**src/rtl/handshake_slice.sv**
```systemverilog
// handshake_slice: valid/ready pipeline slice with selectable timing-cut style.
//   MODE 0: pass-through (wires only)
//   MODE 1: forward register (cuts valid/data, ready stays combinational)
//   MODE 2: skid register (cuts ready, valid/data may pass in the same cycle)
//   MODE 3: full two-entry slice (main + skid, every output from a flop)
module handshake_slice #(
   parameter int unsigned DATA_W = 8,
   parameter int          MODE   = 3
) (
   input  logic              clk,
   input  logic              rst_n,
   input  logic              valid_pre_i,
   input  logic [DATA_W-1:0] data_pre_i,
   output logic              ready_pre_o,
   output logic              valid_post_o,
   output logic [DATA_W-1:0] data_post_o,
   input  logic              ready_post_i,
   input  logic              flush_i,
   output logic [1:0]        count_o
);

   // Reject payload widths outside the supported range at elaboration.
   if (DATA_W < 1 || DATA_W > 1024) begin : g_bad_width
      $error("handshake_slice: DATA_W %0d outside 1..1024", DATA_W);
   end

   if (MODE == 0) begin : g_pass
      // Pure wiring; clock, reset and flush have nothing to act on here.
      logic pass_unused;

      assign ready_pre_o  = ready_post_i;
      assign valid_post_o = valid_pre_i;
      assign data_post_o  = data_pre_i;
      assign count_o      = 2'd0;
      assign pass_unused  = ^{clk, rst_n, flush_i};

   end else if (MODE == 1) begin : g_fwd
      logic              v_q;
      logic              v_d;
      logic [DATA_W-1:0] d_q;
      logic [DATA_W-1:0] d_d;
      logic              enq_c;
      logic              deq_c;

      // The register can take a new beat when empty or when it is draining now.
      assign ready_pre_o  = !v_q || ready_post_i;
      assign valid_post_o = v_q;
      assign data_post_o  = d_q;
      assign count_o      = {1'b0, v_q};

      // Next state: flush wins, then load on enqueue, else clear on dequeue.
      always_comb begin
         v_d   = v_q;
         d_d   = d_q;
         enq_c = valid_pre_i && ready_pre_o;
         deq_c = v_q && ready_post_i;
         if (flush_i) begin
            v_d = 1'b0;
         end else if (enq_c) begin
            v_d = 1'b1;
            d_d = data_pre_i;
         end else if (deq_c) begin
            v_d = 1'b0;
         end
      end

      // Forward register state.
      always_ff @(posedge clk or negedge rst_n) begin
         if (!rst_n) begin
            v_q <= 1'b0;
            d_q <= '0;
         end else begin
            v_q <= v_d;
            d_q <= d_d;
         end
      end

   end else if (MODE == 2) begin : g_skid
      logic              s_v_q;
      logic              s_v_d;
      logic [DATA_W-1:0] s_d_q;
      logic [DATA_W-1:0] s_d_d;
      logic              capture_c;
      logic              release_c;

      // Ready comes straight from the skid flag; data bypasses when skid is empty.
      assign ready_pre_o  = !s_v_q;
      assign valid_post_o = valid_pre_i || s_v_q;
      assign data_post_o  = s_v_q ? s_d_q : data_pre_i;
      assign count_o      = {1'b0, s_v_q};

      // Catch a real beat that was accepted but not taken downstream; drain on ready.
      always_comb begin
         s_v_d     = s_v_q;
         s_d_d     = s_d_q;
         capture_c = valid_pre_i && !s_v_q && !ready_post_i;
         release_c = s_v_q && ready_post_i;
         if (flush_i) begin
            s_v_d = 1'b0;
         end else if (capture_c) begin
            s_v_d = 1'b1;
            s_d_d = data_pre_i;
         end else if (release_c) begin
            s_v_d = 1'b0;
         end
      end

      // Skid register state.
      always_ff @(posedge clk or negedge rst_n) begin
         if (!rst_n) begin
            s_v_q <= 1'b0;
            s_d_q <= '0;
         end else begin
            s_v_q <= s_v_d;
            s_d_q <= s_d_d;
         end
      end

   end else if (MODE == 3) begin : g_full
      logic              m_v_q;
      logic              m_v_d;
      logic [DATA_W-1:0] m_d_q;
      logic [DATA_W-1:0] m_d_d;
      logic              s_v_q;
      logic              s_v_d;
      logic [DATA_W-1:0] s_d_q;
      logic [DATA_W-1:0] s_d_d;
      logic              enq_c;
      logic              deq_c;
      logic              main_free_c;

      // Every output is a flop or a single inverter on a flop.
      assign ready_pre_o  = !s_v_q;
      assign valid_post_o = m_v_q;
      assign data_post_o  = m_d_q;
      assign count_o      = {1'b0, m_v_q} + {1'b0, s_v_q};

      // Main refills from skid first to keep order; skid absorbs a beat while main stalls.
      always_comb begin
         m_v_d       = m_v_q;
         m_d_d       = m_d_q;
         s_v_d       = s_v_q;
         s_d_d       = s_d_q;
         enq_c       = valid_pre_i && !s_v_q;
         deq_c       = m_v_q && ready_post_i;
         main_free_c = deq_c || !m_v_q;
         if (flush_i) begin
            m_v_d = 1'b0;
            s_v_d = 1'b0;
         end else if (main_free_c) begin
            if (s_v_q) begin
               m_v_d = 1'b1;
               m_d_d = s_d_q;
               s_v_d = 1'b0;
            end else if (enq_c) begin
               m_v_d = 1'b1;
               m_d_d = data_pre_i;
            end else begin
               m_v_d = 1'b0;
            end
         end else if (enq_c) begin
            s_v_d = 1'b1;
            s_d_d = data_pre_i;
         end
      end

      // Main and skid register state.
      always_ff @(posedge clk or negedge rst_n) begin
         if (!rst_n) begin
            m_v_q <= 1'b0;
            m_d_q <= '0;
            s_v_q <= 1'b0;
            s_d_q <= '0;
         end else begin
            m_v_q <= m_v_d;
            m_d_q <= m_d_d;
            s_v_q <= s_v_d;
            s_d_q <= s_d_d;
         end
      end

      // The skid entry is only ever occupied behind a full main register.
      a_skid_behind_main: assert property (@(posedge clk) disable iff (!rst_n) s_v_q |-> m_v_q);

   end else begin : g_bad_mode
      $error("handshake_slice: MODE %0d is not one of 0..3", MODE);
   end

endmodule

```
**config.mk**
```make
export PLATFORM = sky130hd
export DESIGN_NAME = handshake_slice
export DESIGN_NICKNAME = d
export VERILOG_FILES = /design/src/rtl/handshake_slice.sv
export SDC_FILE = /design/constraint.sdc
export NUM_CORES = 1
export LEC_CHECK = 0
export BUFFER_PORTS_ARGS = -buffer_cell sky130_fd_sc_hd__clkbuf_2
export CAP_MARGIN = 20
export CELL_PAD_IN_SITES_DETAIL_PLACEMENT = 1
export CELL_PAD_IN_SITES_GLOBAL_PLACEMENT = 2
export CORE_MARGIN = 5
export CORE_UTILIZATION = 35
export DETAILED_ROUTE_END_ITERATION = 12
export GPL_ROUTABILITY_DRIVEN = 1
export GPL_TIMING_DRIVEN = 0
export PLACE_DENSITY_LB_ADDON = 0.1
export RECOVER_POWER = 25
export SYNTH_ARGS = -nofsm -noshare
export SYNTH_HDL_FRONTEND = slang
export SYNTH_SLANG_ARGS = --single-unit
```
**constraint.sdc**
```tcl
create_clock -name clk -period 3.05 [get_ports clk]
set_input_delay 0.305 -clock clk [delete_from_list [all_inputs] [get_ports clk]]
set_output_delay 0.305 -clock clk [all_outputs]
set_load 0.01 [all_outputs]
```
; ---- Yosys cells after proc, flatten, opt, wreduce, memory -nomap -nowiden
; Index checks and enable logic that the tools add are counted.
[op_classes]
order_cmp = 0
reduce_logical = 10
n_mux = 9
mul = 0
n_eq_ne = 0
bitwise_logic = 2
n_div = 0
shifts = 0
n_addsub = 1
[op_table]
columns = operator, count
row1 = $mux 8, 2
row2 = $mux 1, 7
row3 = $reduce_and 3->1, 2
row4 = $reduce_bool 2->1, 2
row5 = $reduce_bool 3->1, 1
row6 = $add 1x1->2, 1
row7 = $logic_and 1x1->1, 2
row8 = $logic_not 1->1, 2
row9 = $not 1->1, 2
row10 = $logic_or 1x1->1, 1
[word_totals]
rom_bits = 0
ram_bits = 0
mem_count = 0
out_inout_bits = 12
reg_bits = 18
inputBits = 13
latchBits = 0
wordCells = 26

; ---- Logic depth before layout (Yosys ltp)
; Gate-level depths: netlist of run 1.
[logic_depth]
depth_word = 6
mapped_depth = 4
ltp_nobuf = 3

; ---- Worst setup path before layout of run 1
; OpenSTA, ideal clock, no wires.
[synth_path]
path_kind = reg2reg
start = register g_full.m_v_q, in the netlist valid_post_o
end = register g_full.s_d_q[0]
arrival_time_ps = 1353
slack_ps = 1572
required_ps = 2925
setup_time_ps = 125
period_less_slack_ps = 1478
n_path_buf = 0
stages_incl_launch_ff = 4
cell_sequence = dfrtp_1 -> nand2b_4 -> nor4b_4 -> mux2_2
[synth_between]
elab_chain_cells = 4
word_cells_on_any_way = 5
cone_classes = bitwise (1) / reduce/logical (4)
[synth_lines]
columns = element, line_no
row1 = "start, declared", 120  ; logic m_v_q;
row2 = "start signal, assigned", 175  ; m_v_q <= m_v_d;
row3 = $logic_and 1x1->1 / $logic_not 1->1 (equally long branches), "145, 146"
row4 = $logic_or 1x1->1 *, 146  ; main_free_c = deq_c || !m_v_q;
row5 = $not 1->1 (no source line) *, -
row6 = $reduce_and 3->1 (no source line) *, -
row7 = "end signal, assigned", 173  ; s_d_q <= '0;
row8 = "end signal, assigned", 178  ; s_d_q <= s_d_d;
row9 = "end, declared", 126  ; logic [DATA_W-1:0] s_d_q;
; Mark *: on every way between the ends. The rest lies on a longest branch, timed or not.
; A chain may end at the register's enable or synchronous reset.

; ---- Final worst setup path of run 1
[layout_path]
start = register g_full.s_v_q
end = register g_full.m_d_q[6], in the netlist data_post_o[6]
[layout_between]
elab_chain_cells = 4
word_cells_on_any_way = 5
cone_classes = mux (1) / reduce/logical (4)
[layout_lines]
columns = element, line_no
row1 = "start, declared", 124  ; logic s_v_q;
row2 = "start signal, assigned", 177  ; s_v_q <= s_v_d;
row3 = $logic_not 1->1, 144  ; enq_c = valid_pre_i && !s_v_q;
row4 = $logic_and 1x1->1, 144
row5 = $reduce_bool 2->1 (no source line), -
row6 = $reduce_and 3->1 (no source line), -
row7 = "end signal, assigned", 176  ; m_d_q <= m_d_d;
row8 = "end, declared", 122  ; logic [DATA_W-1:0] m_d_q;
; Parallel ways exist; a longest one is shown, timed or not.

==> flow_metrics.env, run 1 <==
export IMPL_outcome="finished clean"
export IMPL_vias=517
export IMPL_cp_buffers_inverters=1
export IMPL_synth_xor_area_share_pct=0
export IMPL_wl_um=1500
export IMPL_die_w_um=58.4
export IMPL_slowest_delay_ns=0.43
export IMPL_async_reset_ff_share_pct=100
export IMPL_drive_above_1_share_pct=68.8
export IMPL_setup_viol=0
export IMPL_crit_required_ns=3.23
export IMPL_power_leakage_nw=0.467
export IMPL_relSlewSlack_pct=34.8
export IMPL_port_buffers=24
export IMPL_rsz0062_at_grt="false"
export IMPL_seq_area_frac_synth_pct=54.9
export IMPL_fillers=250
export IMPL_synth_edf_count=0
export IMPL_cts_resized_gates=0
export IMPL_yosysTopAreaCell="dfrtp_1"
export IMPL_synth_common_cells="24 x mux2_2, 18 x dfrtp_1"
export IMPL_fmax_ghz=0.610
export IMPL_avgRoutedWirePerCell_um=13.9
export IMPL_cts_root_buf="clkbuf_4"
export IMPL_crit_chain="buf_4, nor2_1, nor3_4, mux2_2"
export IMPL_tightest_slew_ns=0.979
export IMPL_grt_pass1_vias=573
export IMPL_path_max_fanout=10
export IMPL_post_cts_buffers=0
export IMPL_synth_cell_types=12
export IMPL_drc=0
export IMPL_core_area_mm2=0.00223
export IMPL_postLayoutCoreUtil_pct=45.1
export IMPL_syn_area_um2=821
export IMPL_fp_dieH_um=58.4
export IMPL_yosys_area_top_type_share_pct=54.9
export IMPL_synth_ff_type="dfrtp_1"
export IMPL_initial_core_util_pct=36.8
export IMPL_nNetsFinal=96
export IMPL_peakVddDrop_mv=0.291
export IMPL_critPathSlowestCell="dfrtp_1"
export IMPL_antenna_found_initial=0
export IMPL_slew_violations=0
export IMPL_path_clk_slew_ns=0.10
export IMPL_cts_made_buffers=3
export IMPL_synth_most_common_cell="mux2_2"
export IMPL_synth_seq_cells=18
export IMPL_clock_latency_ns=0.28
export IMPL_crit_family="simple AND/OR/NAND/NOR gates"
export IMPL_grtUsageTotal_pct=9.61
export IMPL_power_density_mw_per_mm2=537
export IMPL_critPathCaptureType="flop"
export IMPL_antenna_left=0
export IMPL_worstPathArrival_ns=1.82
export IMPL_cp_start_kind="flop"
export IMPL_overflow=0
export IMPL_num_io_pins=25
export IMPL_syn_nets=66
export IMPL_design_die_area_mm2=0.00341
export IMPL_place_gp_congestion=0.692
export IMPL_dr_pass1_iters=2
export IMPL_finalCritPeriodShare_pct=53.8
export IMPL_synth_compound_area_share_pct=0.610
export IMPL_synth_top_family_by_area="multiplexers"
export IMPL_antenna_cells=0
export IMPL_via_per_inst=4.79
export IMPL_row_count=17
export IMPL_grt_first_pass_wirelength_um=2520
export IMPL_post_synth_and_or_nand_nor_area_fraction_pct=8.69
export IMPL_drt_first_iter_violations=4
export IMPL_netlist_instances=52
export IMPL_postSynthAreaPerCell_um2=15.8
export IMPL_critical_path_class="reg2reg"
export IMPL_cts_sinks=18
export IMPL_synthMuxAreaShare_pct=32.9
export IMPL_yosysWarnings=0
export IMPL_hold_viol_final=0
export IMPL_layout_min_cycle_time_ns=1.64
export IMPL_grt_start_max_net_pins=19
export IMPL_area_delta_synth_final_pct=22.7
export IMPL_fin_worst_skew_ns=0.00117
export IMPL_synth_area_leaders="dfrtp_1 55%, mux2_2 33%, nor4b_4 2.9%"
export IMPL_finalSetupTns_ns=0
export IMPL_cts_tree="built"
export IMPL_drv_cap=0
export IMPL_clk_path_buf_depth=2
export IMPL_min_path_type="in2reg"
export IMPL_ctsHtreeMaxLevel=1
export IMPL_synthAdderAreaFrac_pct=1.52
path summary, 6_finish.rpt:
kind                            startpoint               to  slack (ns)  cells past startpoint
max                           g_full.s_v_q   data_post_o[6]        1.41                      4
min                          data_pre_i[3]  g_full.s_d_q[3]        0.26                      2
max reg2reg                   g_full.s_v_q   data_post_o[6]        1.41                      4
min reg2reg                g_full.s_d_q[7]  g_full.s_d_q[7]        0.51                      1
max in group asynchronous            rst_n   data_post_o[3]        1.76                      2
min in group asynchronous            rst_n   data_post_o[1]        0.70                      2
registers in the layout, indices dropped and copies added, names as in the netlist:
name          flops
valid_post_o      1
g_full.s_d_q      8
data_post_o       8
g_full.s_v_q      1
final cells by class:
class	count	area [µm²]	share of cell area (%)
buffer	1	7.51	0.745
clock buffer	3	22.5	2.24
inverter	1	3.75	0.373
multi-input combinational	32	359	35.7
sequential	18	450	44.7
tap	28	35.0	3.48
timing repair buffer	25	129	12.8
power breakdown:
part / internal, W / leakage (nW) / total (W) / switching, W
registers: 0.000287 / 0.219 / 0.000309 / 0.0000224
logic: 0.0000677 / 0.235 / 0.000116 / 0.0000486
clock network: 0.0000458 / 0.0138 / 0.000115 / 0.0000696
per-stage QoR:
step | hold slack (ns) | cells | worst slack (ns) | total power (W) | area (µm²)
after floorplan | 0.00941 | 52 | 1.57 | 0.000383 | 821
after global placement | 0.277 | 104 | 1.39 | 0.000428 | 976
after detailed placement | 0.280 | 104 | 1.38 | 0.000433 | 976
after CTS | 0.251 | 108 | 1.37 | 0.000553 | 1010
after global routing | 0.254 | 108 | 1.31 | 0.000576 | 1010
final | 0.263 | 108 | 1.41 | 0.000541 | 1010
routing by layer:
metal | GRT usage [%] | wire length (µm) | vias to the layer above
met5 | 0 | 0 | -
met4 | 3.97 | 0 | 0
met3 | 2.19 | 104 | 0
met2 | 15.2 | 726 | 15
met1 | 12.6 | 671 | 259
li1 | - | - | 243
cell usage in the layout, fill, tap and decap left out, drive strengths merged:
master / Yosys / layout
a21oi: 1 / 1
and2b: 1 / 1
buf: 1 / 1
clkbuf: 0 / 27
dfrtp: 18 / 18
dlygate4sd3: 0 / 1
ha: 1 / 1
inv: 1 / 1
mux2: 24 / 24
nand2b: 1 / 1
nor2: 1 / 1
nor3: 2 / 2
nor4b: 1 / 1
cell families (layout without fill, tap and decap cells):
logic type	Yosys count	count (layout)
compound gates	1	1
fa+ha+maj	1	1
buf+inv	2	30
flops	18	18
mux	24	24
simple gates	6	6
worst reg2reg max path: cells and delay by family, from the launching register on:
family                 cells  cell delay (ns)
multiplexers               1             0.39
flip-flops                 1             0.43
AND/OR/NAND/NOR            2             0.50
buffers and inverters      1             0.22
what timing repair did:
item	in CTS	in global routing
hold buffers	1	0
endpoints found under the setup margin	0	0
hold endpoints to repair	18	0
Note: power is estimated with default switching activity, not from simulation.
==> run 2: changes to the inputs <==
--- a/config.mk
+++ b/config.mk
@@ -10,7 +10,7 @@
 export CELL_PAD_IN_SITES_DETAIL_PLACEMENT = 1
 export CELL_PAD_IN_SITES_GLOBAL_PLACEMENT = 2
 export CORE_MARGIN = 5
-export CORE_UTILIZATION = 35
+export CORE_UTILIZATION = 30
 export DETAILED_ROUTE_END_ITERATION = 12
 export GPL_ROUTABILITY_DRIVEN = 1
 export GPL_TIMING_DRIVEN = 0
==> constraint.sdc (replaced) <==
create_clock -name clk -period 1.5 [get_ports clk]
set_input_delay 0.15 -clock clk [delete_from_list [all_inputs] [get_ports clk]]
set_output_delay 0.15 -clock clk [all_outputs]
set_load 0.01 [all_outputs]
==> run 2 against run 1 <==
  * Fmax increased by 14%
  * Core utilization decreased by 2.8 points
  * Sequential share of layout area decreased by 5.1 points
  * Critical endpoint is now g_full.s_d_q[7]
==> flow_metrics.env, run 2 (synthesized netlist as in run 1, its figures left out) <==
export IMPL_postLayoutCoreUtil_pct=42.3
export IMPL_dpl_hpwl_um=1210
export IMPL_cp_start_kind="flop"
export IMPL_cts_made_buffers=3
export IMPL_slowest_delay_ns=0.44
export IMPL_grt_start_max_net_pins=19
export IMPL_via_per_inst=4.64
export IMPL_grtUsageTotal_pct=9.51
export IMPL_tightest_slew_ns=0.973
export IMPL_cts_root_buf="clkbuf_4"
export IMPL_wl_um=1750
export IMPL_drc=0
export IMPL_fmax_ghz=0.698
export IMPL_design_die_area_mm2=0.00388
export IMPL_core_area_mm2=0.00269
export IMPL_path_max_fanout=4
export IMPL_fin_worst_skew_ns=0.00325
export IMPL_power_leakage_nw=0.545
export IMPL_slew_violations=0
export IMPL_cts_tree="built"
export IMPL_clk_path_buf_depth=2
export IMPL_drt_first_iter_violations=5
export IMPL_die_w_um=62.3
export IMPL_finalCritPeriodShare_pct=95.6
export IMPL_place_gp_congestion=0.624
export IMPL_fp_dieH_um=62.3
export IMPL_worstPathArrival_ns=1.62
export IMPL_area_delta_synth_final_pct=38.6
export IMPL_nNetsFinal=104
export IMPL_avgRoutedWirePerCell_um=14.6
export IMPL_initial_core_util_pct=30.6
export IMPL_min_path_type="in2reg"
export IMPL_overflow=0
export IMPL_vias=557
export IMPL_critical_path_class="reg2reg"
export IMPL_relSlewSlack_pct=35.2
export IMPL_crit_chain="nand2b_4, nor4b_4, buf_4, mux2_4"
export IMPL_cts_sinks=18
export IMPL_port_buffers=24
export IMPL_power_density_mw_per_mm2=1070
export IMPL_critPathSlowestCell="dfrtp_1"
export IMPL_timing_hold_ws_ns=0.104
export IMPL_ctsHtreeMaxLevel=1
export IMPL_hold_viol_final=0
export IMPL_drive_above_1_share_pct=73.0
export IMPL_grt_pass1_vias=611
export IMPL_peakVddDrop_mv=0.547
export IMPL_num_io_pins=25
export IMPL_outcome="finished clean"
export IMPL_crit_family="flip-flops"
export IMPL_antenna_found_initial=0
export IMPL_antenna_cells=0
export IMPL_layout_cells_most_common="clkbuf_2"
export IMPL_drv_cap=0
export IMPL_dr_pass1_iters=3
export IMPL_clock_latency_ns=0.29
export IMPL_cp_buffers_inverters=1
export IMPL_antenna_left=0
export IMPL_grt_first_pass_wirelength_um=2950
export IMPL_layout_common_cells="23 x clkbuf_2, 18 x dfrtp_1, 16 x mux2_2"
export IMPL_layout_min_cycle_time_ns=1.43
export IMPL_rsz0062_at_grt="true"
export IMPL_path_clk_slew_ns=0.10
export IMPL_row_count=19
export IMPL_setup_viol=0
export IMPL_crit_required_ns=1.68
export IMPL_critPathCaptureType="flop"
==> run 2: changes by cell type in the layout (fill, tap and decap cells not counted) <==
| cell | before | now |
|---|---|---|
| clkbuf_8 | 0 | 1 |
| nor2_1 | 1 | 0 |
| buf_6 | 0 | 2 |
| buf_12 | 0 | 1 |
| buf_4 | 1 | 6 |
| mux2_2 | 24 | 16 |
| nor2_2 | 0 | 1 |
| mux2_4 | 0 | 8 |
==> run 2: report_power, final <==
part | leakage (nW) | internal (W) | total [W] | switching, W
Clock | 0.0210 | 0.000148 | 0.000293 | 0.000145
Combinational | 0.305 | 0.000181 | 0.000290 | 0.000109
Sequential | 0.219 | 0.000583 | 0.000630 | 0.0000476
Total | 0.545 | 0.000912 | 0.00121 | 0.000302
==> run 2: layout make-up <==
type	count	area (µm²)
fillers	292	1550
plain buffers	1	11.3
repair buffers	33	205
multi-input cells	32	392
clock buffers	4	36.3
flip-flops and latches	18	450
inverters	1	3.75
well taps	31	38.8
==> run 2: repair_timing <==
action                     in CTS  in global routing
pin swaps                       2                  1
resized for setup               1                 10
hold endpoints to repair       18                  0
hold buffers                    1                  0
setup buffers                   5                  3
setup endpoints to repair      16                 16
==> run 2: per-layer routing <==
layer | part of all wire (%) | GRT usage, %
met1 | 42 | 10.2
met3 | 6.4 | 3.06
met2 | 51 | 16.6
met5 | 0 | 0
met4 | 0.46 | 4.77
==> run 2: path summary, 6_finish.rpt <==
check                             endpoint  slack, ns            start  cells past startpoint
max reg2reg                g_full.s_d_q[7]       0.07     valid_post_o                      4
min in group asynchronous   data_post_o[4]       0.53            rst_n                      2
max in group asynchronous   data_post_o[1]       0.39            rst_n                      2
min reg2reg                g_full.s_d_q[6]       0.51  g_full.s_d_q[6]                      1
max                        g_full.s_d_q[7]       0.07     valid_post_o                      4
min                        g_full.s_d_q[4]       0.10    data_pre_i[4]                      2
==> run 2: worst register-to-register path: cells and delay by family, from the launching register on <==
| family | cells | cell delay [ns] |
|---|---|---|
| flops | 1 | 0.44 |
| mux | 1 | 0.30 |
| buf+inv | 1 | 0.19 |
| simple gates | 2 | 0.40 |
==> run 2: stage by stage <==
step | area (µm²) | worst slack [ns] | setup TNS [ns] | power (W) | cells
2_1_floorplan | 821 | 0.0222 | 0 | 0.000779 | 52
3_3_place_gp | 980 | -0.173 | -2.46 | 0.000874 | 107
3_5_place_dp | 980 | -0.189 | -2.57 | 0.000884 | 107
4_1_cts | 1080 | 0.0122 | 0 | 0.00120 | 117
5_1_grt | 1140 | -0.0302 | -0.0953 | 0.00129 | 120
6_report | 1140 | 0.0667 | 0 | 0.00121 | 120
